==> src/rtl/uart_tx_serializer.sv <==
// UART transmitter: start bit, DATA_BITS data bits LSB first, and one stop bit.
// Each bit lasts SB_TICKS i_tick pulses.
module uart_tx_serializer #(
    parameter int DATA_BITS = 8,
    parameter int SB_TICKS  = 16
) (
    input  logic                 i_clock,
    input  logic                 i_reset,
    input  logic                 i_tick,
    input  logic                 i_tx_start,
    input  logic [DATA_BITS-1:0] i_data_byte,
    output logic                 o_tx,
    output logic                 o_tx_busy,
    output logic                 o_done_bit
);

    typedef enum logic [3:0] {
        IDLE  = 4'b0001,
        START = 4'b0010,
        DATA  = 4'b0100,
        STOP  = 4'b1000
    } state_t;

    localparam logic [3:0] LAST_TICK = 4'(SB_TICKS - 1);
    localparam logic [2:0] LAST_IDX  = 3'(DATA_BITS - 1);

    state_t               state;
    logic [3:0]           tick_cnt;
    logic [2:0]           data_idx;
    logic [DATA_BITS-1:0] shift_reg;
    logic [DATA_BITS-1:0] shift_next;
    logic                 tick_last;

    assign tick_last  = i_tick && (tick_cnt == LAST_TICK);
    assign shift_next = shift_reg >> 1;

    // o_tx is loaded with the level of the state being entered, so the line is glitch-free.
    always_ff @(posedge i_clock) begin
        if (i_reset) begin
            state      <= IDLE;
            tick_cnt   <= 4'd0;
            data_idx   <= 3'd0;
            shift_reg  <= '0;
            o_tx       <= 1'b1;
            o_tx_busy  <= 1'b0;
            o_done_bit <= 1'b0;
        end else begin
            o_done_bit <= 1'b0;
            case (state)
                IDLE: begin
                    o_tx      <= 1'b1;
                    o_tx_busy <= 1'b0;
                    if (i_tx_start) begin
                        shift_reg <= i_data_byte;
                        tick_cnt  <= 4'd0;
                        data_idx  <= 3'd0;
                        state     <= START;
                        o_tx      <= 1'b0;
                        o_tx_busy <= 1'b1;
                    end
                end
                START: begin
                    if (tick_last) begin
                        tick_cnt <= 4'd0;
                        state    <= DATA;
                        o_tx     <= shift_reg[0];
                    end else if (i_tick) begin
                        tick_cnt <= tick_cnt + 4'd1;
                    end
                end
                DATA: begin
                    if (tick_last) begin
                        tick_cnt  <= 4'd0;
                        shift_reg <= shift_next;
                        if (data_idx < LAST_IDX) begin
                            data_idx <= data_idx + 3'd1;
                            o_tx     <= shift_next[0];
                        end else begin
                            data_idx <= 3'd0;
                            state    <= STOP;
                            o_tx     <= 1'b1;
                        end
                    end else if (i_tick) begin
                        tick_cnt <= tick_cnt + 4'd1;
                    end
                end
                STOP: begin
                    if (tick_last) begin
                        tick_cnt   <= 4'd0;
                        state      <= IDLE;
                        o_tx_busy  <= 1'b0;
                        o_done_bit <= 1'b1;
                    end else if (i_tick) begin
                        tick_cnt <= tick_cnt + 4'd1;
                    end
                end
                default: begin
                    state     <= IDLE;
                    tick_cnt  <= 4'd0;
                    data_idx  <= 3'd0;
                    o_tx      <= 1'b1;
                    o_tx_busy <= 1'b0;
                end
            endcase
        end
    end

endmodule

==> config.mk <==
export PLATFORM = sky130hd
export DESIGN_NAME = uart_tx_serializer
export DESIGN_NICKNAME = d
export VERILOG_FILES = /design/src/rtl/uart_tx_serializer.sv
export SDC_FILE = /design/constraint.sdc
export NUM_CORES = 1
export LEC_CHECK = 0
export CORE_MARGIN = 3
export CORE_UTILIZATION = 27
export CTS_CLUSTER_DIAMETER = 50
export CTS_CLUSTER_SIZE = 40
export DETAILED_ROUTE_END_ITERATION = 10
export SLEW_MARGIN = 0
export SYNTH_ARGS = -nofsm -noshare
export SYNTH_HDL_FRONTEND = slang
export SYNTH_SLANG_ARGS = --single-unit
==> constraint.sdc <==
create_clock -name i_clock -period 1.8 [get_ports i_clock]
set_input_delay 0.18 -clock i_clock [delete_from_list [all_inputs] [get_ports i_clock]]
set_output_delay 0.18 -clock i_clock [all_outputs]
set_load 0.05 [all_outputs]
==> impl_results.md <==
- Status: completed
- # hold bufs at CTS: 0
- Flop-to-flop setup slack: 0.10 ns
- TNS Setup: 0 ns
- Most common flop cell mapped by yosys: dfxtp_1
- Via-per-instance ratio: 4.928
- Drt wl/cell: 11.37 um
- Power density over the cells: 667.1 nW/um2
- Storage cell area: 440.4 um2
- Total routing usage reported by global routing: 10.72%
- Depth of the worst hold-timing path: 1
- Multi-input gate area: 742.0 um2
- Num rows: 23
- Clock network latency to the later pin of the worst-skew pair: 0.26 ns
- Vert. Die Dim: 72.98 um
- Startpoint types: flip-flop
- Sequential area share after synthesis: 36.36%
- CP required: 1.97 ns
- Count of input and output buffers: 14
- Setup violators final: 0
- Layout-stage area growth over the synthesis result: 33.16%
- Commonest non-fill, non-tap cell in the layout: nand2_1
- Largest buffer count on any clock path: 2
- Met3 Resource Use GR: 2.893%
- Highest-utilization routing layer at the global route stage: met2
- Worst Hold Endpoint: o_tx_busy$_SDFFE_PP0P_
- Area of the mapped netlist: 1211 um2
- Wire length of the first global-routing pass: 4526 um
- Worst Hold Launch: o_tx_busy$_SDFFE_PP0P_
- Total nets after synthesis: 166
- Largest voltage drop on the vdd net: 294.5 uV
- Last weighted congestion value of the routability-driven placer: 0.7434
- Overall routed net length: 2673 um
- Share of the cycle needed by the critical path after routing: 94.30%
- Post-Syn Area per Cell: 7.968 um2
- Die Outline Area: 5325 um2
- Pleak: 0.6720 nW
- Final-stage net count: 200
- CTS Sinks: 22
- Synth warnings: 0
- Post-synth EDFFs: 0
- Shortest period the worst path allows: 1.697 ns
- Final Hold Fails: 0
- Critical Setup Path Class: flip-flop to flip-flop
- Post-layout total power: 0.001076 W
- Initial antenna violation count: 0
- MaxCap Viol Count: 0
- Pre-Repair DR Iteration Count: 4
- Depth of the worst register-to-register path: 6
- Flip-flop count of the largest register after layout: 8
- Global routing met2 resource utilization: 16.93%
- Commonest non-fill, non-tap cells in the layout: nand2_1, nor2_1, dfxtp_1, buf_4, clkdlybuf4s50_1
- Initial core utilization: 29.03%
- Pin count of the biggest net entering global routing: 13
- Number of DRC violations after detailed routing: 0
- HPWL after detailed placement: 1989 um
- Clock-pin slew on the worst setup and hold paths: 0.08 ns
- Fraction of final layout cells sized beyond drive strength 1: 17.84%
- Data arrival, critical path: 1.86 ns
- Class of the most critical hold timing path: flip-flop to flip-flop
- Utilization after layout: 38.65%
- Number of max-slew violations in the final report: 0
- Via count of the first global-routing pass: 1,022
- Core outline area: 4173 um2
- GRT Residual Overflow: 0
- Deepest level of the CTS H-tree: 1
- Crit. End Element: flip-flop
- I/O pin cnt: 15
- Count of mapped cells out of synthesis: 152
- Global routing usage on met1: 14.30%
- Antenna diode instance count: 0
- Clock buffer count from CTS: 3
- Slew at the pin with the worst max-slew slack: 0.4884 ns
- Die extent in x: 72.98 um
- Root cell of the clock tree: clkbuf_8
- CTS tree: yes
- Worst flop-to-flop path startpoint: tick_cnt[0]$_SDFFE_PP0P_
- Worst-case clock skew: 0.005930 ns
- Relative slew slack: 67.34%
- FF+latch count, synth: 22
- Fillers: 434
- DRC marker count from the first detailed-route iteration: 40
- Crit-path max FO: 6
- Netlist cell types: 39
- Vias: 1,158
- Max frequency: 589.1 MHz
- End of the worst register-to-register path: state[2]$_SDFFE_PP0P_
- Asr flop ratio synth: 0%
- Number of antenna-violating nets in the routed design: 0
-- metal layers --
layer / up-vias / wire [um]
met5: - / 0
met4: 0 / 23
met3: 4 / 100
met2: 22 / 1195
met1: 525 / 1353
li1: 607 / -
-- kinds of logic (layout without fill, tap and decap cells) --
kind of cell    count (synthesis)  in the layout  synth area share [%]
simple gates                   82             82                 34.81
compound gates                 26             26                 14.46
flops                          22             22                 36.36
mux                            10             10                 8.265
buf+inv                         9             42                 3.306
fa+ha+maj                       2              2                 2.066
xor+xnor                        1              1                0.7233
-- worst max-delay path by stage --
stage                              from                         to  cells after the start  slack, ns
4_1_cts        tick_cnt[0]$_SDFFE_PP0P_  shift_reg[7]$_SDFFE_PP0P_                      6       0.05
6_report       tick_cnt[0]$_SDFFE_PP0P_      state[2]$_SDFFE_PP0P_                      6       0.10
5_1_grt        tick_cnt[1]$_SDFFE_PP0P_      state[3]$_SDFFE_PP0P_                      7      -0.01
2_1_floorplan  tick_cnt[0]$_SDFFE_PP0P_      state[2]$_SDFFE_PP0P_                      6       0.19
3_5_place_dp                     i_tick  shift_reg[7]$_SDFFE_PP0P_                      6      -0.05
3_3_place_gp                     i_tick  shift_reg[7]$_SDFFE_PP0P_                      6      -0.02
-- cell usage after synthesis, types with 2 or more instances --
cell / n / share of area [%]
nand2_1: 28 / 8.7
nor2_1: 23 / 7.1
dfxtp_1: 22 / 36
mux2i_1: 10 / 8.3
a21oi_1: 8 / 3.3
buf_2: 5 / 2.1
a31oi_1: 4 / 2.1
nor4_1: 4 / 2.1
and3_1: 3 / 1.5
nand2b_1: 3 / 1.5
nand3_1: 3 / 1.2
nor3_1: 3 / 1.2
o21ai_0: 3 / 1.2
a211oi_1: 2 / 1.2
a22oi_1: 2 / 1.2
clkbuf_1: 2 / 0.62
ha_1: 2 / 2.1
inv_1: 2 / 0.62
nand4_1: 2 / 1.0
nor4b_1: 2 / 1.4
-- worst max-delay path: stages, from the launching register on --
cell	delay [ns]
dfxtp_1	0.35
ha_2	0.20
nand4_1	0.27
nor2b_4	0.23
a211oi_1	0.27
mux2i_1	0.22
nor2_1	0.05
-- report_power, final --
group / switching (W) / internal (W) / total (W)
clock network: 0.000162 / 0.000195 / 0.000357
logic: 0.0000942 / 0.000100 / 0.000194
registers: 0.0000174 / 0.000507 / 0.000524
total: 0.000274 / 0.000802 / 0.00108
-- repair_timing --
item | in CTS | in global routing
endpoints found under the hold margin | 0 | 0
setup buffers | 0 | 1
resized for setup | 0 | 3
endpoints found under the setup margin | 0 | 9
-- final cells by class --
| class | count | area share (%) |
|---|---|---|
| Clock buffer | 4 | 3.413 |
| Sequential cell | 22 | 27.31 |
| Multi-Input combinational cell | 121 | 46.00 |
| Inverter | 2 | 0.4655 |
| Timing Repair Buffer | 36 | 18.93 |
| Tap cell | 50 | 3.879 |
-- per-stage QoR --
stage                     instance area, um2  instances  hold WS (ns)  setup WS (ns)
after CTS                               1594        234        0.4687        0.05431
after global placement                  1539        230        0.4370       -0.01718
after floorplan                         1211        152        0.3190         0.1872
after global routing                    1613        235        0.4830       -0.01371
final                                   1613        235        0.4611         0.1025
after detailed placement                1539        230        0.4503       -0.04557
Note: power is estimated with default switching activity, not from simulation.
